`src/rtl/dmem_burst_ctrl.sv`:
```
// Data-memory controller: serializes cache line fills (4-beat read bursts) and
// single-word write-throughs onto a synchronous SRAM after a fixed access latency.
module dmem_burst_ctrl #(
  parameter int ACCESS_LAT = 4,
  parameter int ADDR_W     = 12,
  parameter int DATA_W     = 32
) (
  input  logic              clk_i,
  input  logic              rstn_i,
  input  logic              req_valid_i,
  output logic              req_ready_o,
  input  logic              req_wen_i,
  input  logic [ADDR_W-1:0] req_addr_i,
  input  logic [DATA_W-1:0] req_wdata_i,
  output logic              rsp_valid_o,
  output logic [1:0]        rsp_beat_o,
  output logic [DATA_W-1:0] rsp_data_o,
  output logic              rsp_last_o,
  output logic              wr_done_o,
  output logic              m_csn_o,
  output logic              m_wen_o,
  output logic [ADDR_W-1:0] m_addr_o,
  output logic [DATA_W-1:0] m_do_o,
  input  logic [DATA_W-1:0] m_di_i
);

  localparam logic [2:0] S_IDLE   = 3'd0;
  localparam logic [2:0] S_WAIT   = 3'd1;
  localparam logic [2:0] S_RBURST = 3'd2;
  localparam logic [2:0] S_RLAST  = 3'd3;
  localparam logic [2:0] S_WRITE  = 3'd4;

  logic [2:0]        state_q, state_d;
  logic [3:0]        cnt_q, cnt_d;
  logic [1:0]        beat_q, beat_d;
  logic              rd_q, rd_d;
  logic [ADDR_W-1:0] addr_q, addr_d;
  logic [DATA_W-1:0] wdata_q, wdata_d;
  logic              rsp_valid_q, rsp_last_q, wr_done_q;
  logic [1:0]        rsp_beat_q;

  always_comb begin
    state_d = state_q;
    cnt_d   = cnt_q;
    beat_d  = beat_q;
    rd_d    = rd_q;
    addr_d  = addr_q;
    wdata_d = wdata_q;
    case (state_q)
      S_IDLE: begin
        if (req_valid_i) begin
          rd_d    = req_wen_i;
          addr_d  = req_addr_i;
          wdata_d = req_wdata_i;
          cnt_d   = 4'(ACCESS_LAT - 1);
          state_d = S_WAIT;
        end
      end
      S_WAIT: begin
        if (cnt_q == 4'd0) begin
          beat_d  = 2'd0;
          state_d = rd_q ? S_RBURST : S_WRITE;
        end else begin
          cnt_d = cnt_q - 4'd1;
        end
      end
      S_RBURST: begin
        beat_d = beat_q + 2'd1;
        if (beat_q == 2'd3) state_d = S_RLAST;
      end
      S_RLAST: state_d = S_IDLE;
      S_WRITE: state_d = S_IDLE;
      default: state_d = S_IDLE;
    endcase
  end

  // Response flags trail the SRAM issue by one cycle, matching SRAM read latency.
  always_ff @(posedge clk_i) begin
    if (!rstn_i) begin
      state_q     <= S_IDLE;
      cnt_q       <= '0;
      beat_q      <= '0;
      rd_q        <= 1'b0;
      addr_q      <= '0;
      wdata_q     <= '0;
      rsp_valid_q <= 1'b0;
      rsp_beat_q  <= '0;
      rsp_last_q  <= 1'b0;
      wr_done_q   <= 1'b0;
    end else begin
      state_q     <= state_d;
      cnt_q       <= cnt_d;
      beat_q      <= beat_d;
      rd_q        <= rd_d;
      addr_q      <= addr_d;
      wdata_q     <= wdata_d;
      rsp_valid_q <= (state_q == S_RBURST);
      rsp_beat_q  <= (state_q == S_RBURST) ? beat_q : 2'd0;
      rsp_last_q  <= (state_q == S_RBURST) && (beat_q == 2'd3);
      wr_done_q   <= (state_q == S_WRITE);
    end
  end

  assign req_ready_o = rstn_i && (state_q == S_IDLE);
  assign rsp_valid_o = rsp_valid_q;
  assign rsp_beat_o  = rsp_beat_q;
  assign rsp_last_o  = rsp_last_q;
  assign rsp_data_o  = rsp_valid_q ? m_di_i : '0;
  assign wr_done_o   = wr_done_q;

  // Burst addresses stay inside the latched line; the word offset is replaced.
  assign m_csn_o  = !((state_q == S_RBURST) || (state_q == S_WRITE));
  assign m_wen_o  = (state_q != S_WRITE);
  assign m_addr_o = (state_q == S_RBURST) ? {addr_q[ADDR_W-1:2], beat_q} :
                    (state_q == S_WRITE)  ? addr_q : '0;
  assign m_do_o   = (state_q == S_WRITE) ? wdata_q : '0;

endmodule

```
`config.mk`:
```
export PLATFORM = sky130hd
export DESIGN_NAME = dmem_burst_ctrl
export DESIGN_NICKNAME = d
export VERILOG_FILES = /design/src/rtl/dmem_burst_ctrl.sv
export SDC_FILE = /design/constraint.sdc
export NUM_CORES = 1
export LEC_CHECK = 0
export ABC_AREA = 1
export ABC_CLOCK_PERIOD_IN_PS = 1300
export BUFFER_PORTS_ARGS = -buffer_cell sky130_fd_sc_hd__buf_2
export CAP_MARGIN = 20
export CORE_UTILIZATION = 30
export CTS_BUF_LIST = sky130_fd_sc_hd__clkbuf_16
export DETAILED_ROUTE_END_ITERATION = 16
export PLACE_DENSITY = 0.72
export SYNTH_ARGS = -nofsm -noshare
export SYNTH_HDL_FRONTEND = slang
export SYNTH_SLANG_ARGS = --single-unit
```
`constraint.sdc`:
```
create_clock -name clk_i -period 1.3 [get_ports clk_i]
set_clock_uncertainty 0.05 [all_clocks]
set_input_delay 0.26 -clock clk_i [delete_from_list [all_inputs] [get_ports clk_i]]
set_output_delay 0.26 -clock clk_i [all_outputs]
set_load 0.1 [all_outputs]
```
* After elaboration in Yosys (flattened, before gate mapping)
Cells that the tools add are included.
Operators by class: reductions and logical operators 13, add/sub/neg operators 2, mux-type cells 14, equal/unequal tests 9
Operator list (count):
- 32-bit two-way mux | 2
- 12-bit two-way mux | 2
- 3-bit two-way mux | 4
- 3-bit case mux with 3 select lines | 1
- 4-bit two-way mux | 2
- 2-bit != test (second input constant) | 4
- 4-bit case mux with 2 select lines | 1
- 2-bit AND reduction | 3
- 3-bit AND reduction | 2
- 4-bit zero test | 1
- 2-bit case mux with 2 select lines | 1
- 2-bit nonzero test | 2
- 4-bit by 1-bit subtractor with 4-bit output (second input constant) | 1
- 3-bit by 1-bit == test with 1-bit output (second input constant) | 1
- 3-bit by 2-bit == test with 1-bit output (second input constant) | 1
- 3-bit == test (second input constant) | 1
- 3-bit zero test | 1
- 3-bit != test (second input constant) | 1
- 2-bit by 1-bit adder with 2-bit output (second input constant) | 1
- 2-bit == test (second input constant) | 1
- 1-bit logical AND | 2
- 2-bit two-way mux | 1
- 1-bit zero test | 1
- 1-bit logical OR | 1
Word-level totals: output and inout port bits 84, logic and storage cells 48, bits of input ports 80, flip-flop bits (word level) 59

* Depth between registers and ports, before layout
Gate-level depths: netlist (run 1).
word-level depth 3, gate-level depth with buffers 8

* Worst setup path before layout (run 1)
Ideal clock, no wire load.
kind reg2out, start point reg state_q[2], end point out req_ready_o, stages on the path, launching flop included 2, arrival time 3291 ps, slack -2301 ps, path buffers 0, required time 990 ps, path through dfxtp_1 nor4_1
Between the ends: word-level cells in the longest chain between the ends 2
Ends and longest elaborated chain:
- start: declaration | line 33 | logic [2:0] state_q, state_d;
- start signal: assignment | line 91 | state_q <= state_d;
- 3-bit zero test | line 104 | assign req_ready_o = rstn_i && (state_q == S_IDLE);
- 1-bit logical AND | line 104
- end: declaration | line 11 | output logic req_ready_o,
No other way between the ends.

* Worst setup path in the final report (run 1)
start point reg state_q[0], end point out m_addr_o[10]
Between the ends: word-level cells in the longest chain between the ends 3, elaborated cells on any way between the ends 4
Ends and longest elaborated chain:
- 3-bit == test | line 115 | (state_q == S_WRITE) ? addr_q : '0;
- 12-bit two-way mux | line 115
- 12-bit two-way mux * | line 114 | assign m_addr_o = (state_q == S_RBURST) ? {addr_q[ADDR_W-1:2], beat_q} :
- end: declaration | line 22 | output logic [ADDR_W-1:0] m_addr_o,
Every way passes the cells marked *; elsewhere a longest branch is shown, timed or not.

==> flow_summary_export.csv, run 1 <==
group,metric,value,unit
routing,dr.pass1.iters,4,
die,dieArea,9390,µm²
logic_synthesis,synthMostInstantiatedCell,"inv_1",
worst_setup_path,arrival,1.56,ns
pwr,pwr-share-clk,0.186,
cts,cts_root_buf,"clkbuf_16",
worst_hold_path,hold_class,"input port to flip-flop",
worst_setup_path,critPathKind,"flip-flop to output pin",
die,die_w,96.9,µm
pwr,p_per_area,1790,nW/µm²
cts,h-tree-depth,3,
pwr,seq_power_share,0.209,
pwr,p_int,0.00694,W
logic_synthesis,async_flop_share,0,
place,numPortBuffers,163,
worst_setup_path,crit_path_end_kind,"output pin",
final_layout,utilization,0.815,
sta,drv_slew,0,
sta,fmax,535,MHz
sta,fin_hold_ws,0.143,ns
final_layout,final_cells,715,
sta,rsz0062_at_grt,"yes",
global_routing,grt_overflow,0,
logic_synthesis,synth-edff-count,0,
routing,drc,0,
final_layout,syn_to_final_growth,163,%
sta,worst_slack,-0.571,ns
cts,clk_latency,0.33,ns
sta,hold_viol_final,0,
status,outcome,"complete, but fails checks",
logic_synthesis,synthFlopType,"dfxtp_1",
global_routing,met3_usage,0.0434,
final_layout,fin_nets,685,
pwr,power_frac_comb,0.606,
cts,clockBufferDepth,2,
logic_synthesis,yosys.cell_types.count,24,
global_routing,grtUsageTotal,0.231,
logic_synthesis,ys_seq_area_frac,0.437,
global_routing,grt_pass1_vias,3665,
sta,fin_crit,1.87,ns
place,placed_cell_area,5830,µm²
cts,cts_sinks,59,
job,maxCapViolCount,0,
pwr,p_sw_frac,0.454,
sta,setup_viol,134,
global_routing,antenna_found_initial,0,
cts,clk_pin_slew,0.05,ns
place,place_ws,-0.250,ns
die,coreArea,8720,µm²
sta,fin_crit_sh,1.44,
routing,via_per_inst,4.77,
die,io_pins,164,
logic_synthesis,postSynthCellCount,397,
worst_setup_path,critPathMaxFanout,11,
status,violations,"negative setup slack",
routing,routed_wl,12000,µm
pwr,power_switching,0.00576,W
place,dpl.cell_count,673,
place,gp_congestion,0.888,
worst_setup_path,worstPathRequired,0.99,ns
routing,wl_per_cell,16.8,µm
logic_synthesis,synth.avg_cell_area,6.80,µm²
global_routing,grt_max_degree,41,
logic_synthesis,ys_seq_elements,59,
cts,cts_tree,"done",
pwr,p_leak,2.91,nW
logic_synthesis,synth_area,2700,µm²
routing,postRouteAntennaNets,0,
final_layout,drive_above_1_share,0.722,
die,start_util,0.310,
place,dp_hpwl,7180,µm
global_routing,grt_use_met1,0.243,
worst_setup_path,setup.worst_path.start_class,"flip-flop",
logic_synthesis,synth_top_area_share,0.437,
global_routing,grt_first_pass_wirelength,17400,µm
routing,via_count,3411,
logic_synthesis,yosys.area.top_type,"dfxtp_1",
sta,worst_pin_slew,0.748,ns
cts,numCtsBuffers,9,
final_layout,n_antenna_cell,0,
global_routing,grt_use_met2,0.446,
logic_synthesis,synthTopCellsByCount,"inv_1, dfxtp_1, nor2_1, a21oi_1, nand2_1",
logic_synthesis,yosys_warnings,0,
die,dieHeight,96.9,µm
final_layout,final_cell_area,7110,µm²
die,rows,34,
routing,drt_first_iter_violations,110,
global_routing,busiest_layer,"met2",
logic_synthesis,synth.net_count,480,
sta,slew_headroom,0.501,
pwr,ir_worst_vdd,1.08,mV
logic_synthesis,synthTopCellsByArea,"dfxtp_1, inv_1, a21oi_1, nor2_1, nand2_1",
## power by group through the flow
stage	Sequential [W]	Clock, W	Combinational, W
finish	0.00265	0.00236	0.00769
global route	0.00270	0.00247	0.00804
CTS	0.00261	0.00234	0.00645
detailed placement	0.00263	0	0.00552
global placement	0.00260	0	0.00533
floorplan	0.00267	0	0.00381
## final timing paths
path                                startpoint      endpoint  slack, ns  depth (start not counted)
worst min-delay path            req_wdata_i[7]    wdata_q[7]       0.14                          3
worst min register to register            rd_q    state_q[2]       0.44                          1
worst max register to register      state_q[0]   wdata_q[23]      -0.39                          9
worst max-delay path                state_q[0]  m_addr_o[10]      -0.57                          6
## per-stage QoR
stage          power, W  setup TNS [ns]
4_1_cts          0.0114          -36.17
6_report         0.0127          -51.18
5_1_grt          0.0132          -58.17
3_3_place_gp    0.00793           -8.97
2_1_floorplan   0.00648          -28.07
3_5_place_dp    0.00815          -11.05
## flip-flops by register name, summed over array words and instances (netlist names)
signal	flops
wdata_q	32
rsp_beat_o	2
addr_q	12
cnt_q	4
rsp_last_o	1
rd_q	1
beat_q	2
state_q	3
rsp_valid_o	1
wr_done_o	1
## layer usage
metal  vias up  share of wire
li1       1619              -
met3        26          0.055
met4         0          0.024
met5         -              0
met1      1614           0.35
met2       152           0.57
## area by class of cell
class | instances | area, µm²
multi-input combinational | 225 | 2090
inverter | 91 | 467
tap | 108 | 135
fill | 443 | 1620
timing repair buffer | 216 | 2920
clock buffer | 11 | 275
clock inverter | 5 | 25.0
sequential | 59 | 1200
## cell families (layout without fill, tap and decap cells)
family / count (synthesis) / count (layout) / synth area share
flops: 59 / 59 / 0.437
fa+ha+maj: 3 / 3 / 0.0139
compound gates: 102 / 102 / 0.190
buf+inv: 113 / 323 / 0.178
simple gates: 120 / 120 / 0.181
## placed cells by master (no fill, tap or decap), drive strengths merged
cell type | netlist | routed
nor4 | 1 | 1
clkinv | 0 | 2
o21ai | 51 | 51
nor2 | 61 | 61
o22ai | 2 | 2
ha | 3 | 3
nor3 | 2 | 2
clkinvlp | 0 | 33
nand3b | 1 | 1
buf | 14 | 211
nand3 | 5 | 5
clkbuf | 8 | 16
a21oi | 49 | 49
dfxtp | 59 | 59
nand2 | 50 | 50
inv | 91 | 61
## worst max-delay path: stages, from the launching register on
cell	delay, ns
dfxtp_4	0.36
buf_12	0.13
nor2_4	0.17
a21oi_2	0.10
buf_12	0.17
nor2_4	0.12
buf_12	0.18
## what timing repair did
action                                  4_1_cts  5_1_grt
endpoints found under the setup margin      125      137
buffers inserted                              7       12
cloned                                        5        5
pin swaps                                     6       30
gates resized for setup                      70       87
hold buffers                                  0        0
(Power assumes the default switching activity.)
==> run 2: changes to the inputs <==
--- a/config.mk
+++ b/config.mk
@@ -9,6 +9,7 @@
 export ABC_CLOCK_PERIOD_IN_PS = 1300
 export BUFFER_PORTS_ARGS = -buffer_cell sky130_fd_sc_hd__buf_2
 export CAP_MARGIN = 20
+export CORE_ASPECT_RATIO = 1.2
 export CORE_UTILIZATION = 30
 export CTS_BUF_LIST = sky130_fd_sc_hd__clkbuf_16
 export DETAILED_ROUTE_END_ITERATION = 16
==> run 2 against run 1 <==
Against the previous run: the run still ends with negative setup slack left; utilization grew 1.5 points; global-route usage grew 4.1 points; routed wire length grew 25%; cell count grew 1.3%; combinational power grew 3.9%; first-iteration DRC count grew 120%; critical endpoint is now m_addr_o[1]; largest cell class unchanged; largest power group unchanged; highest routed layer unchanged.
==> flow_summary_export.csv, run 2 (synthesis gave the netlist of run 1 again) <==
group,metric,value,unit
cts,cts_tree,"done",
die,io_pins,164,
sta,drv_slew,0,
cts,numCtsBuffers,9,
final_layout,fill_cells,370,
sta,slew_headroom,0.537,
final_layout,final_common_cell,"buf_12",
job,maxCapViolCount,0,
final_layout,reg.largest.list,"wdata_q (32), addr_q (12), cnt_q (4)",
die,start_util,0.312,
cts,clk_latency,0.34,ns
final_layout,fin_nets,686,
final_layout,syn_to_final_growth,166,%
status,outcome,"complete, but fails checks",
die,rows,37,
sta,setup_viol,134,
worst_setup_path,critPathMaxStageDelay,0.37,ns
cts,h-tree-depth,3,
place,place_ws,-0.266,ns
worst_setup_path,worstPathCellList,"inv_2 > nor3_4 > inv_4 > buf_12 > o22ai_4 > buf_12",
die,dieHeight,106,µm
routing,via_per_inst,5.04,
routing,drt_first_iter_violations,238,
final_layout,final_cell_area,7190,µm²
routing,routed_wl,15000,µm
routing,dr.pass1.iters,4,
sta,worst_slack,-0.649,ns
worst_setup_path,crit_buf_inv,4,
place,placed_cell_area,5810,µm²
global_routing,grt_max_degree,31,
die,die_w,88.6,µm
sta,worst_pin_slew,0.695,ns
global_routing,grt_use_met2,0.506,
routing,via_count,3649,
worst_setup_path,cpMaxStageDelayCell,"dfxtp_4",
global_routing,grt_pass1_vias,3773,
final_layout,ff_latch_area,1190,µm²
pwr,p_leak,2.86,nW
pwr,fin_total_pwr,0.0128,W
worst_hold_path,hold_class,"input port to flip-flop",
global_routing,busiest_layer,"met2",
global_routing,grt_overflow,0,
worst_setup_path,setup.worst_path.start_class,"flip-flop",
routing,drc,0,
final_layout,n_antenna_cell,0,
die,dieArea,9390,µm²
worst_setup_path,critPathKind,"flip-flop to output pin",
global_routing,grt_use_met1,0.262,
sta,rsz0062_at_grt,"yes",
sta,fmax,513,MHz
cts,cts_sinks,59,
routing,postRouteAntennaNets,0,
place,numPortBuffers,163,
global_routing,grt_first_pass_wirelength,19100,µm
final_layout,largest_register,"wdata_q",
global_routing,antenna_found_initial,0,
worst_setup_path,critPathMaxFanout,11,
pwr,ir_worst_vdd,1.09,mV
cts,cts_root_buf,"clkbuf_16",
sta,fin_hold_ws,0.147,ns
pwr,p_per_area,1790,nW/µm²
cts,clockBufferDepth,2,
sta,hold_viol_final,0,
final_layout,final_cell_mix,"buf_12, buf_2, dfxtp_1",
status,violations,"negative setup slack",
worst_setup_path,cp_common_cell,"buf_12",
worst_setup_path,crit_path_end_kind,"output pin",
sta,fin_crit,1.95,ns
global_routing,met3_usage,0.0963,
place,gp_congestion,0.757,
die,coreArea,8660,µm²
global_routing,grtUsageTotal,0.272,
sta,fin_tns_setup,-52.58,ns
worst_setup_path,crit_family,"buffers and inverters",
final_layout,largest_reg_flops,32,
routing,wl_per_cell,20.7,µm
worst_setup_path,worstPathRequired,0.99,ns
place,dp_hpwl,7100,µm
final_layout,multiInputGateArea,2250,µm²
worst_setup_path,arrival,1.64,ns
sta,fin_crit_sh,1.50,
cts,clk_pin_slew,0.06,ns
final_layout,drive_above_1_share,0.722,
==> run 2: cell count changes in the layout (fill, tap and decap cells not counted), sizes merged <==
| cell | delta |
|---|---|
| buf | +3 |
| bufbuf | +1 |
| clkbuf | -5 |
| clkinv | +2 |
| inv | -1 |
==> run 2: where the power goes <==
group	switching (W)	internal, W	total [W]
Sequential	0.000299	0.00237	0.00267
Combinational	0.00494	0.00306	0.00799
Clock	0.000917	0.00126	0.00218
==> run 2: area by class of cell <==
cell class,instances,area share
Multi-Input combinational cell,225,0.313
Tap cell,117,0.0204
Clock buffer,9,0.0313
Inverter,91,0.0649
Clock inverter,6,0.00453
Sequential cell,59,0.166
Timing Repair Buffer,217,0.400
==> run 2: what timing repair did <==
action                     in CTS  in global routing
pin swaps                      11                 10
setup endpoints to repair     106                137
hold buffers                    0                  0
gates resized for setup        87                 89
cloned                          9                  2
setup buffers                  12                  6
==> run 2: metal layers <==
layer | part of all wire | routed length, µm | vias up
li1 | - | - | 1621
met1 | 0.32 | 4850 | 1739
met2 | 0.55 | 8250 | 227
met3 | 0.074 | 1110 | 62
met4 | 0.054 | 810 | 0
met5 | 0 | 0 | -
==> run 2: tightest hold or removal path: cells and delay by family <==
| kind | cells | cell delay, ns |
|---|---|---|
| AO/OA/AOI/OAI | 2 | 0.15 |
| buffers and inverters | 1 | 0.08 |
==> run 2: path summary, 6_finish.rpt <==
path                        start          end  slack (ns)  depth (start not counted)
setup reg to reg       state_q[0]   wdata_q[8]       -0.39                          6
hold reg to reg          cnt_q[0]     cnt_q[0]        0.44                          2
setup / recovery       state_q[2]  m_addr_o[1]       -0.65                          6
hold / removal    req_wdata_i[19]  wdata_q[19]        0.15                          3
==> run 2: per-stage QoR <==
stage           util  instances
6_report       0.830        724
5_1_grt        0.830        724
4_1_cts        0.776        719
3_5_place_dp   0.671        683
3_3_place_gp   0.671        683
2_1_floorplan      -        397
==> run 3: changes to the inputs <==
--- a/config.mk
+++ b/config.mk
@@ -5,7 +5,6 @@
 export SDC_FILE = /design/constraint.sdc
 export NUM_CORES = 1
 export LEC_CHECK = 0
-export ABC_AREA = 1
 export ABC_CLOCK_PERIOD_IN_PS = 1300
 export BUFFER_PORTS_ARGS = -buffer_cell sky130_fd_sc_hd__buf_2
 export CAP_MARGIN = 20
==> run 3 against run 2 <==
Against the previous run: the run still ends with negative setup slack left; first-iteration DRC count shrank 60%; sequential cell count is the same; clock-buffer cell count is the same; cell count shrank 6.1%; clock power grew 22%; fmax grew 4.4%; critical endpoint is now m_addr_o[6]; largest cell class unchanged.
==> flow_summary_export.csv, run 3 <==
group,metric,value,unit
status,outcome,"complete, but fails checks",
status,violations,"negative setup slack",
sta,worst_slack,-0.567,ns
routing,drt_first_iter_violations,95,
final_layout,fill_cells,623,
cts,h-tree-depth,3,
die,start_util,0.307,
sta,hold_viol_final,0,
cts,numCtsBuffers,9,
die,dieArea,9590,µm²
worst_setup_path,critPathKind,"flip-flop to output pin",
worst_setup_path,arrival,1.56,ns
cts,cts_sinks,59,
worst_setup_path,worstPathRequired,0.99,ns
logic_synthesis,async_flop_share,0,
worst_setup_path,setup.worst_path.start_class,"flip-flop",
routing,dr.pass1.iters,4,
sta,fmax,536,MHz
worst_setup_path,critPathMaxFanout,6,
cts,clk_latency,0.32,ns
logic_synthesis,yosys.area.top_type,"dfxtp_1",
cts,cts_tree,"done",
worst_hold_path,hold_class,"input port to flip-flop",
final_layout,multiInputGateArea,1900,µm²
final_layout,fin_nets,638,
final_layout,final_cell_area,6320,µm²
logic_synthesis,ys_seq_area_frac,0.428,
logic_synthesis,synth-edff-count,0,
final_layout,largest_register,"wdata_q",
logic_synthesis,yosys.cell_types.count,32,
place,gp_congestion,0.818,
global_routing,grt_pass1_vias,3246,
logic_synthesis,ys_seq_elements,59,
final_layout,largest_reg_flops,32,
cts,cts_root_buf,"clkbuf_16",
cts,postCtsHoldBufs,0,
cts,clockBufferDepth,2,
sta,fin_crit,1.87,ns
logic_synthesis,postSynthCellCount,352,
cts,clk_pin_slew,0.05,ns
global_routing,antenna_found_initial,0,
logic_synthesis,synth_top_area_share,0.428,
global_routing,grt_overflow,0,
place,numPortBuffers,163,
die,dieHeight,107,µm
logic_synthesis,synth_area,2760,µm²
sta,slew_headroom,0.751,
final_layout,final_common_cell,"buf_12",
pwr,ir_worst_vdd,0.844,mV
final_layout,final_cell_mix,"buf_12, buf_2, and2_4",
logic_synthesis,synth.net_count,435,
final_layout,drive_above_1_share,0.713,
final_layout,ff_latch_area,1190,µm²
routing,routed_wl,11100,µm
die,rows,38,
global_routing,grt_first_pass_wirelength,15800,µm
pwr,p_per_area,963,nW/µm²
final_layout,reg.largest.list,"wdata_q (32), addr_q (12), cnt_q (4)",
die,io_pins,164,
place,placed_cell_area,5330,µm²
die,coreArea,8990,µm²
worst_setup_path,crit_path_end_kind,"output pin",
logic_synthesis,synthMostInstantiatedCell,"nand2_1",
logic_synthesis,synthTopCellsByArea,"dfxtp_1, and2_1, nand2_1, a21oi_1, buf_6",
sta,drv_slew,0,
routing,drc,0,
sta,setup_viol,135,
sta,worst_pin_slew,0.374,ns
logic_synthesis,yosys_warnings,0,
global_routing,grt_max_degree,27,
die,die_w,89.6,µm
routing,via_per_inst,4.78,
final_layout,syn_to_final_growth,129,%
routing,postRouteAntennaNets,0,
logic_synthesis,synth.avg_cell_area,7.84,µm²
global_routing,grtUsageTotal,0.223,
sta,fin_crit_sh,1.44,
logic_synthesis,synthTopCellsByCount,"nand2_1, and2_1, dfxtp_1, a21oi_1, clkbuf_1",
logic_synthesis,synthFlopType,"dfxtp_1",
routing,wl_per_cell,16.4,µm
routing,via_count,3251,
job,maxCapViolCount,0,
pwr,p_leak,2.72,nW
final_layout,n_antenna_cell,0,
place,dp_hpwl,7290,µm
sta,rsz0062_at_grt,"yes",
place,place_ws,-0.360,ns
[run 3: changes by cell type in the layout (fill, tap and decap cells not counted), sizes merged, moves of 3 or more]
cell and delta:
o21ai -51, and2 +75, nand3 -4, inv -56
a22o +3, nor2 -52, bufinv +3, nand2 +44
nor3b +3, clkinvlp -31, and3 +5
[run 3: critical path, stage by stage, from the launching register on]
cell	delay, ns
dfxtp_4	0.35
buf_6	0.13
xnor2_2	0.13
nor2_2	0.16
buf_6	0.15
and2_4	0.15
buf_12	0.17
[run 3: final cells by class]
| type | count | share of cell area |
|---|---|---|
| clock buffer | 9 | 0.0356 |
| tap | 120 | 0.0238 |
| timing repair buffer | 218 | 0.429 |
| multi-input combinational | 261 | 0.301 |
| sequential | 59 | 0.189 |
| inverter | 6 | 0.00475 |
| clock inverter | 7 | 0.0170 |
[run 3: cell families after synthesis]
group | synth area share
simple gates | 0.363
flops | 0.428
xor+xnor | 0.00317
buf+inv | 0.0643
compound gates | 0.125
fa+ha+maj | 0.0136
mux | 0.00362
[run 3: power by group]
part / internal [W] / switching (W)
combinational: 0.000653 / 0.000754
sequential: 0.00194 / 0.0000839
clock: 0.00185 / 0.000807
total: 0.00444 / 0.00165
[run 3: final timing paths]
kind | slack [ns] | cells past startpoint | to | from
setup / recovery | -0.57 | 6 | m_addr_o[6] | state_q[2]
hold / removal | 0.12 | 3 | wdata_q[12] | req_wdata_i[12]
setup reg to reg | -0.46 | 9 | wdata_q[17] | state_q[1]
hold reg to reg | 0.41 | 2 | addr_q[2] | addr_q[2]
[run 3: metrics by stage]
stage	instances	hold WS [ns]	TNS, ns	power (W)	util
floorplan	352	0.346	-25.14	0.00272	-
global placement	638	0.394	-21.78	0.00305	0.593
detailed placement	638	0.398	-25.64	0.00310	0.593
CTS	674	0.110	-47.83	0.00604	0.686
global route	680	0.121	-58.77	0.00629	0.703
finish	680	0.125	-49.88	0.00609	0.703
[run 3: metal layers]
layer | global-route usage | share of wire
met5 | 0 | 0
met1 | 0.234 | 0.37
met4 | 0.0964 | 0.025
met2 | 0.400 | 0.52
met3 | 0.0662 | 0.083
[run 3: what timing repair did]
action | in CTS | in global routing
endpoints found under the setup margin | 137 | 137
gates cloned | 7 | 2
gates resized for setup | 104 | 21
pin swaps | 65 | 13
setup buffers | 14 | 5
